File: config.mk
export PLATFORM = sky130hd
export DESIGN_NAME = mem_bus_arbiter
export DESIGN_NICKNAME = d
export VERILOG_FILES = /design/src/rtl/mem_bus_arbiter.sv
export SDC_FILE = /design/constraint.sdc
export NUM_CORES = 1
export LEC_CHECK = 0
export ABC_CLOCK_PERIOD_IN_PS = 2100
export BUFFER_PORTS_ARGS = -buffer_cell sky130_fd_sc_hd__buf_2
export CAP_MARGIN = 30
export CELL_PAD_IN_SITES_DETAIL_PLACEMENT = 1
export CELL_PAD_IN_SITES_GLOBAL_PLACEMENT = 1
export CORE_AREA = 8 8 208 210
export CTS_BUF_LIST = sky130_fd_sc_hd__clkbuf_2 sky130_fd_sc_hd__clkbuf_4 sky130_fd_sc_hd__clkbuf_8
export DETAILED_ROUTE_END_ITERATION = 10
export DIE_AREA = 0 0 216 218
export GPL_TIMING_DRIVEN = 0
export MAX_ROUTING_LAYER = met4
export PLACE_DENSITY = 0.6
export SYNTH_ARGS = -nofsm -noshare
export SYNTH_HDL_FRONTEND = slang
export SYNTH_SLANG_ARGS = --single-unit
File: constraint.sdc
create_clock -name clk -period 2.1 [get_ports clk]
set_input_delay 0.105 -clock clk [delete_from_list [all_inputs] [get_ports clk]]
set_output_delay 0.105 -clock clk [all_outputs]
set_load 0.02 [all_outputs]
File: src/rtl/mem_bus_arbiter.sv
// Purpose : shares one downstream memory bus between the fetch port (ireq) and the data port (dreq).
// Latency : one arbitration cycle from IDLE to issue; completion is forwarded combinationally.
// Backpressure: requesters hold valid until their data_ok pulse; the loser waits in place.
//
// Ports:
//   clk, reset                      clock and synchronous active-high reset
//   ireq_*  / iresp_*               fetch request fields in, completion pulse + read data out
//   dreq_*  / dresp_*               data request fields in (strobe 0 = load), completion + load data out
//   creq_*                          downstream request driven from the holding register
//   cresp_data_ok, cresp_data       downstream completion pulse and read data
//   grant                           current owner: 00 none, 01 fetch, 10 data
// Build option: define ARB_ROUND_ROBIN_EN to alternate the winner when both ports
// request together; otherwise the data port always wins over fetch.
module mem_bus_arbiter #(
    parameter int ADDR_W = 64,
    parameter int DATA_W = 64,
    parameter int SIZE_W = 3
) (
    input  logic                  clk,
    input  logic                  reset,
    input  logic                  ireq_valid,
    input  logic [ADDR_W-1:0]     ireq_addr,
    input  logic [SIZE_W-1:0]     ireq_size,
    output logic                  iresp_data_ok,
    output logic [DATA_W-1:0]     iresp_data,
    input  logic                  dreq_valid,
    input  logic [ADDR_W-1:0]     dreq_addr,
    input  logic [SIZE_W-1:0]     dreq_size,
    input  logic [DATA_W/8-1:0]   dreq_strobe,
    input  logic [DATA_W-1:0]     dreq_data,
    output logic                  dresp_data_ok,
    output logic [DATA_W-1:0]     dresp_data,
    output logic                  creq_valid,
    output logic [ADDR_W-1:0]     creq_addr,
    output logic [SIZE_W-1:0]     creq_size,
    output logic [DATA_W/8-1:0]   creq_strobe,
    output logic [DATA_W-1:0]     creq_data,
    input  logic                  cresp_data_ok,
    input  logic [DATA_W-1:0]     cresp_data,
    output logic [1:0]            grant
);

    typedef enum logic [1:0] {
        IDLE   = 2'b00,
        BUSY_I = 2'b01,
        BUSY_D = 2'b10
    } state_t;

    state_t state, state_nxt;

    logic [ADDR_W-1:0]   hold_addr;
    logic [SIZE_W-1:0]   hold_size;
    logic [DATA_W/8-1:0] hold_strobe;
    logic [DATA_W-1:0]   hold_data;

    logic any_req;
    logic pick_d;   // data port wins this arbitration

    assign any_req = ireq_valid | dreq_valid;

`ifdef ARB_ROUND_ROBIN_EN
    // 0 = fetch won last, 1 = data won last; on a tie the other port goes next.
    logic last_owner;

    assign pick_d = dreq_valid & ~(ireq_valid & last_owner);

    always_ff @(posedge clk) begin
        if (reset)
            last_owner <= 1'b0;
        else if (state == IDLE && any_req)
            last_owner <= pick_d;
    end
`else
    // Older memory ops must never wait behind a fetch.
    assign pick_d = dreq_valid;
`endif

    // State register
    always_ff @(posedge clk) begin
        if (reset)
            state <= IDLE;
        else
            state <= state_nxt;
    end

    // Next-state logic
    always_comb begin
        state_nxt = state;
        case (state)
            IDLE: begin
                if (any_req)
                    state_nxt = pick_d ? BUSY_D : BUSY_I;
            end
            BUSY_I, BUSY_D: begin
                if (cresp_data_ok)
                    state_nxt = IDLE;
            end
            default: state_nxt = IDLE;
        endcase
    end

    // Holding register: captured on the grant edge so upstream changes during
    // the transaction never reach the bus. Fetches carry no store data.
    always_ff @(posedge clk) begin
        if (reset) begin
            hold_addr   <= '0;
            hold_size   <= '0;
            hold_strobe <= '0;
            hold_data   <= '0;
        end else if (state == IDLE && any_req) begin
            if (pick_d) begin
                hold_addr   <= dreq_addr;
                hold_size   <= dreq_size;
                hold_strobe <= dreq_strobe;
                hold_data   <= dreq_data;
            end else begin
                hold_addr   <= ireq_addr;
                hold_size   <= ireq_size;
                hold_strobe <= '0;
                hold_data   <= '0;
            end
        end
    end

    // Output logic. Completion in IDLE is spurious and never forwarded.
    always_comb begin
        creq_valid    = (state != IDLE);
        creq_addr     = hold_addr;
        creq_size     = hold_size;
        creq_strobe   = hold_strobe;
        creq_data     = hold_data;
        grant         = state;
        iresp_data_ok = (state == BUSY_I) & cresp_data_ok;
        dresp_data_ok = (state == BUSY_D) & cresp_data_ok;
        iresp_data    = iresp_data_ok ? cresp_data : '0;
        dresp_data    = dresp_data_ok ? cresp_data : '0;
    end

endmodule

==> results.env <==
STATUS='finished clean'
START_UTIL=0.184
SYNTHXORXNORAREAFRAC=0
FINALWEIGHTEDCONGESTION=0.879
TOTAL_I_O_PIN_COUNT=547
FILLERS=4803
PLACED_AREA_MM2=0.0108
CRITICAL_PATH_MAX_STAGE_DELAY_NS=0.35
FINALCRITPERIODSHARE=0.969
DRT-WIRELENGTH-PER-CELL_UM=22.3
DIEAREA_MM2=0.0471
RSZ_0062_RAISED_AFTER_GLOBAL_ROUTING='true'
INTPOWER_uW=5410
YS_TYPES=24
SYNTH-SIMPLE-AREA-SHARE=0.209
ROUTED_VIA_DENSITY=4.31
SYNTH_TOP_FAMILY_BY_AREA='compound AO/OA/AOI/OAI gates'
NETLIST.TOP_CELL.BY_AREA='sky130_fd_sc_hd__dfxtp_1'
FIN_WORST_HOLD_SLACK_NS=0.0294
CRITPATHREQUIREDTIME_NS=2.00
GRT_MAX_DEGREE=17
FINALINSTANCEAREA_MM2=0.0123
CRIT_PATH_MAX_FANOUT=10
SYNTH_SEQUENTIAL_AREA_RATIO=0.381
PATH_CELLS='inv_1 > ha_2 > clkbuf_8 > clkbuf_4 > and3_1 > buf_2'
MIN_TO='creq_addr[9]'
DRC_VIOLATION_TOTAL_AFTER_THE_FIRST_TRITONROUTE_ITERATION=258
PLACE_INST=1792
SWITCHING_SHARE=0.380
YS_FF_LATCH=141
FIRST_GLOBAL_VIAS=9612
MAXCAPVIOLCOUNT=0
PRECTSSETUPSLACK_NS=0.0858
SHARE_COMB_OF_TOTAL_POWER=0.347
SYNTH-WARNING-COUNT=0
WORST_EP_ARRIVAL_TIME_NS=1.93
GRTUSAGETOTAL=0.179
NUMBER_OF_ENABLE_TYPE_REGISTER_CELLS_IN_THE_SYNTHESIZED_NETLIST=0
ROWS=74
SYNTHESIS.AREA_PER_INSTANCE_UM2=10.3
PERIOD_NEEDED_NS=2.04
DETAILEDPLACEMENTHPWL_UM=35300
CTS_MAX_PATH_BUFFERS=2
POWER_SWITCHING_uW=3320
WORST_HOLD_STARTPOINT='dreq_addr[9]'
POST_SYNTHESIS_CELL_AREA_MM2=0.00740
TIMING.SETUP.CRITICAL_PATH_CLASS='register to primary output'
DIE_HEIGHT_UM=218
POSTSYNTH.ASYNCRESETSHARE=0
LAYOUT.AREA.SEQ_MM2=0.00282
TIMING.SLEW.HEADROOM=0.414
WL_UM=42900
PLACEMENT.IO_BUFFERS=544
TIGHTEST_SLEW_NS=0.879
DRT_PRE_ANTENNA_ITERS=4
CLK_LATENCY_NS=0.45
POWER_DENSITY_mW_PER_MM2=708
SYNTH.MUX.AREA_FRACTION=0.0906
POST_CTS.REPAIR.SETUP_BUFFERS=0
WORST_IR_DROP_VDD_V=0.000503
SYNTH-COMPOUND-AREA-SHARE=0.235
HOLD_VIOL=0
CORE-AREA_MM2=0.0402
POWER.SHARE.CLOCK=0.297
HOLD_PATH.CLASS='input pin to register'
GR-TOTAL-OVERFLOW=0
SYN_NETS=995
TIMING.RR.END='creq_addr[41]'
VIAS=8310
FMAX_MHz=491
ANTENNA_VIOLATING_NETS_POST_ROUTE=0
FINAL_CRITICAL_PATH_SETUP_SLACK_NS=0.0645
CLK_PIN_SLEW_NS=0.11
ADDER_CELL_FRACTION_OF_SYNTH_AREA=0.00676
SLEW_VIOL_FINAL=0
YS.FLOP_TYPE='sky130_fd_sc_hd__dfxtp_1'
CRITICAL-PATH-SLOWEST-CELL='sky130_fd_sc_hd__dfxtp_2'
LAYOUT_CELLS_SIZED_ABOVE_1=0.600
FIN_SKEW_NS=0.0185
POST_SYNTH_MAIN_AREA_CONTRIBUTORS='sky130_fd_sc_hd__dfxtp_1, sky130_fd_sc_hd__a22oi_2, sky130_fd_sc_hd__and3_1'
CP-START-KIND='register'
FLOW.AREA_GROWTH_FROM_SYNTHESIS_PCT=66.6
DIE-WIDTH_UM=216
DETAIL_ROUTE.DRC_VIOLATIONS=0
CLK_ROOT_BUF='sky130_fd_sc_hd__clkbuf_8'
POWER.LEAKAGE_uW=0.00645
POSTSYNTHCELLCOUNT=716
HOLDPATHSTAGES=3
FF2FF_PATH_DEPTH=7
SEQUENTIAL_POWER_SHARE=0.356
FINAL-INSTANCE-COUNT-EXCL-FILL=1928
R2R-START='grant[0]'
CTS_TREE='yes'
COMBINED_AREA_OF_THE_MULTI_INPUT_LOGIC_CELLS_MM2=0.00401
FINAL_TOTAL_PWR_uW=8730
CLOCK_SINKS=141
ANTENNA_FOUND_INITIAL=9
TRITONCTS.NUM_BUFFERS=17
NETLIST.AREA_LEADER.SHARE=0.381
MAX_H_TREE_LEVEL=4
CRITPATHCAPTURETYPE='primary output'
SETUP-VIOLATIONS-FINAL=0
REGTOREGSETUPSLACK_NS=0.23
LAYOUT_NETS=1659
CRIT_START='grant[1]'
WIRE_LENGTH_OF_THE_FIRST_GLOBAL_ROUTING_PASS_UM=61900
-- kinds of logic after synthesis --
kind of cell,after synthesis
compound gates,145
fa+ha+maj,4
buf+inv,85
flops,141
mux,67
simple gates,274
-- state kept, by name (all words and copies together), names as in the netlist --
signal and cells:
creq_addr 64, creq_size 3, grant 2, creq_data 64, creq_strobe 8
-- power by group through the flow --
stage               Sequential, uW  Combinational, uW  Clock (uW)
floorplan                     3500               1400           0
detailed placement            3170               2900           0
finish                        3110               3030        2590
CTS                           3110               3090        2690
global route                  3150               3260        2810
global placement              3160               2860           0
-- placed cells by master, fill, tap and decap left out, drive strengths merged, types with 2 or more instances in the layout --
cell	n
a211oi	68
a21oi	2
a22oi	72
and2	3
and3	128
buf	585
bufinv	3
clkbuf	58
dfxtp	141
diode	3
dlygate4sd3	101
ha	4
inv	13
mux2i	67
nand2b	2
nor2	139
-- worst max-delay path, delay by kind of cell (launching register included) --
| family | cells | cell delay, ns |
|---|---|---|
| adders and majority gates | 1 | 0.26 |
| buffers and inverters | 4 | 0.67 |
| DFF | 1 | 0.35 |
| and+or+nand+nor | 1 | 0.22 |
-- what timing repair did --
| action | CTS | global route |
|---|---|---|
| hold endpoints to repair | 90 | 0 |
| gates resized for setup | 29 | 9 |
| endpoints found under the setup margin | 112 | 68 |
| hold buffers | 101 | 0 |
-- area by class of cell --
| cell class | count | share of cell area |
|---|---|---|
| inverters | 3 | 0.000913 |
| clock buffers | 17 | 0.0190 |
| plain buffers | 82 | 0.0496 |
| multi-input cells | 490 | 0.326 |
| clock inverters | 15 | 0.0176 |
| flip-flops and latches | 141 | 0.229 |
| diodes | 3 | 0.000609 |
| repair buffers | 645 | 0.304 |
| well taps | 532 | 0.0540 |
-- layer usage --
| layer | part of all wire | routed length [um] | global-route usage |
|---|---|---|---|
| met5 | 0 | 0 | - |
| met4 | 0.033 | 1420 | 0.0624 |
| met3 | 0.062 | 2680 | 0.0480 |
| met2 | 0.54 | 23100 | 0.338 |
| met1 | 0.37 | 15700 | 0.173 |
-- worst max-delay path by stage --
stage	depth (start not counted)	end
floorplan	7	creq_data[0]
global placement	6	iresp_data[37]
detailed placement	6	iresp_data[37]
CTS	6	dresp_data[29]
global route	6	dresp_data[29]
finish	6	iresp_data[21]
-- cell usage after synthesis, drive strengths merged, types with 3 or more instances --
master	instances
dfxtp	141
nor2	139
and3	128
a22oi	72
a211oi	68
mux2i	67
clkbuf	42
buf	40
ha	4
and2	3
inv	3
-- per-stage QoR --
step | utilization | setup TNS (ns)
global placement | 0.268 | 0
floorplan | - | 0
detailed placement | 0.268 | 0
global route | 0.307 | -0.387
finish | 0.307 | 0
CTS | 0.306 | 0
(Power assumes the default switching activity.)
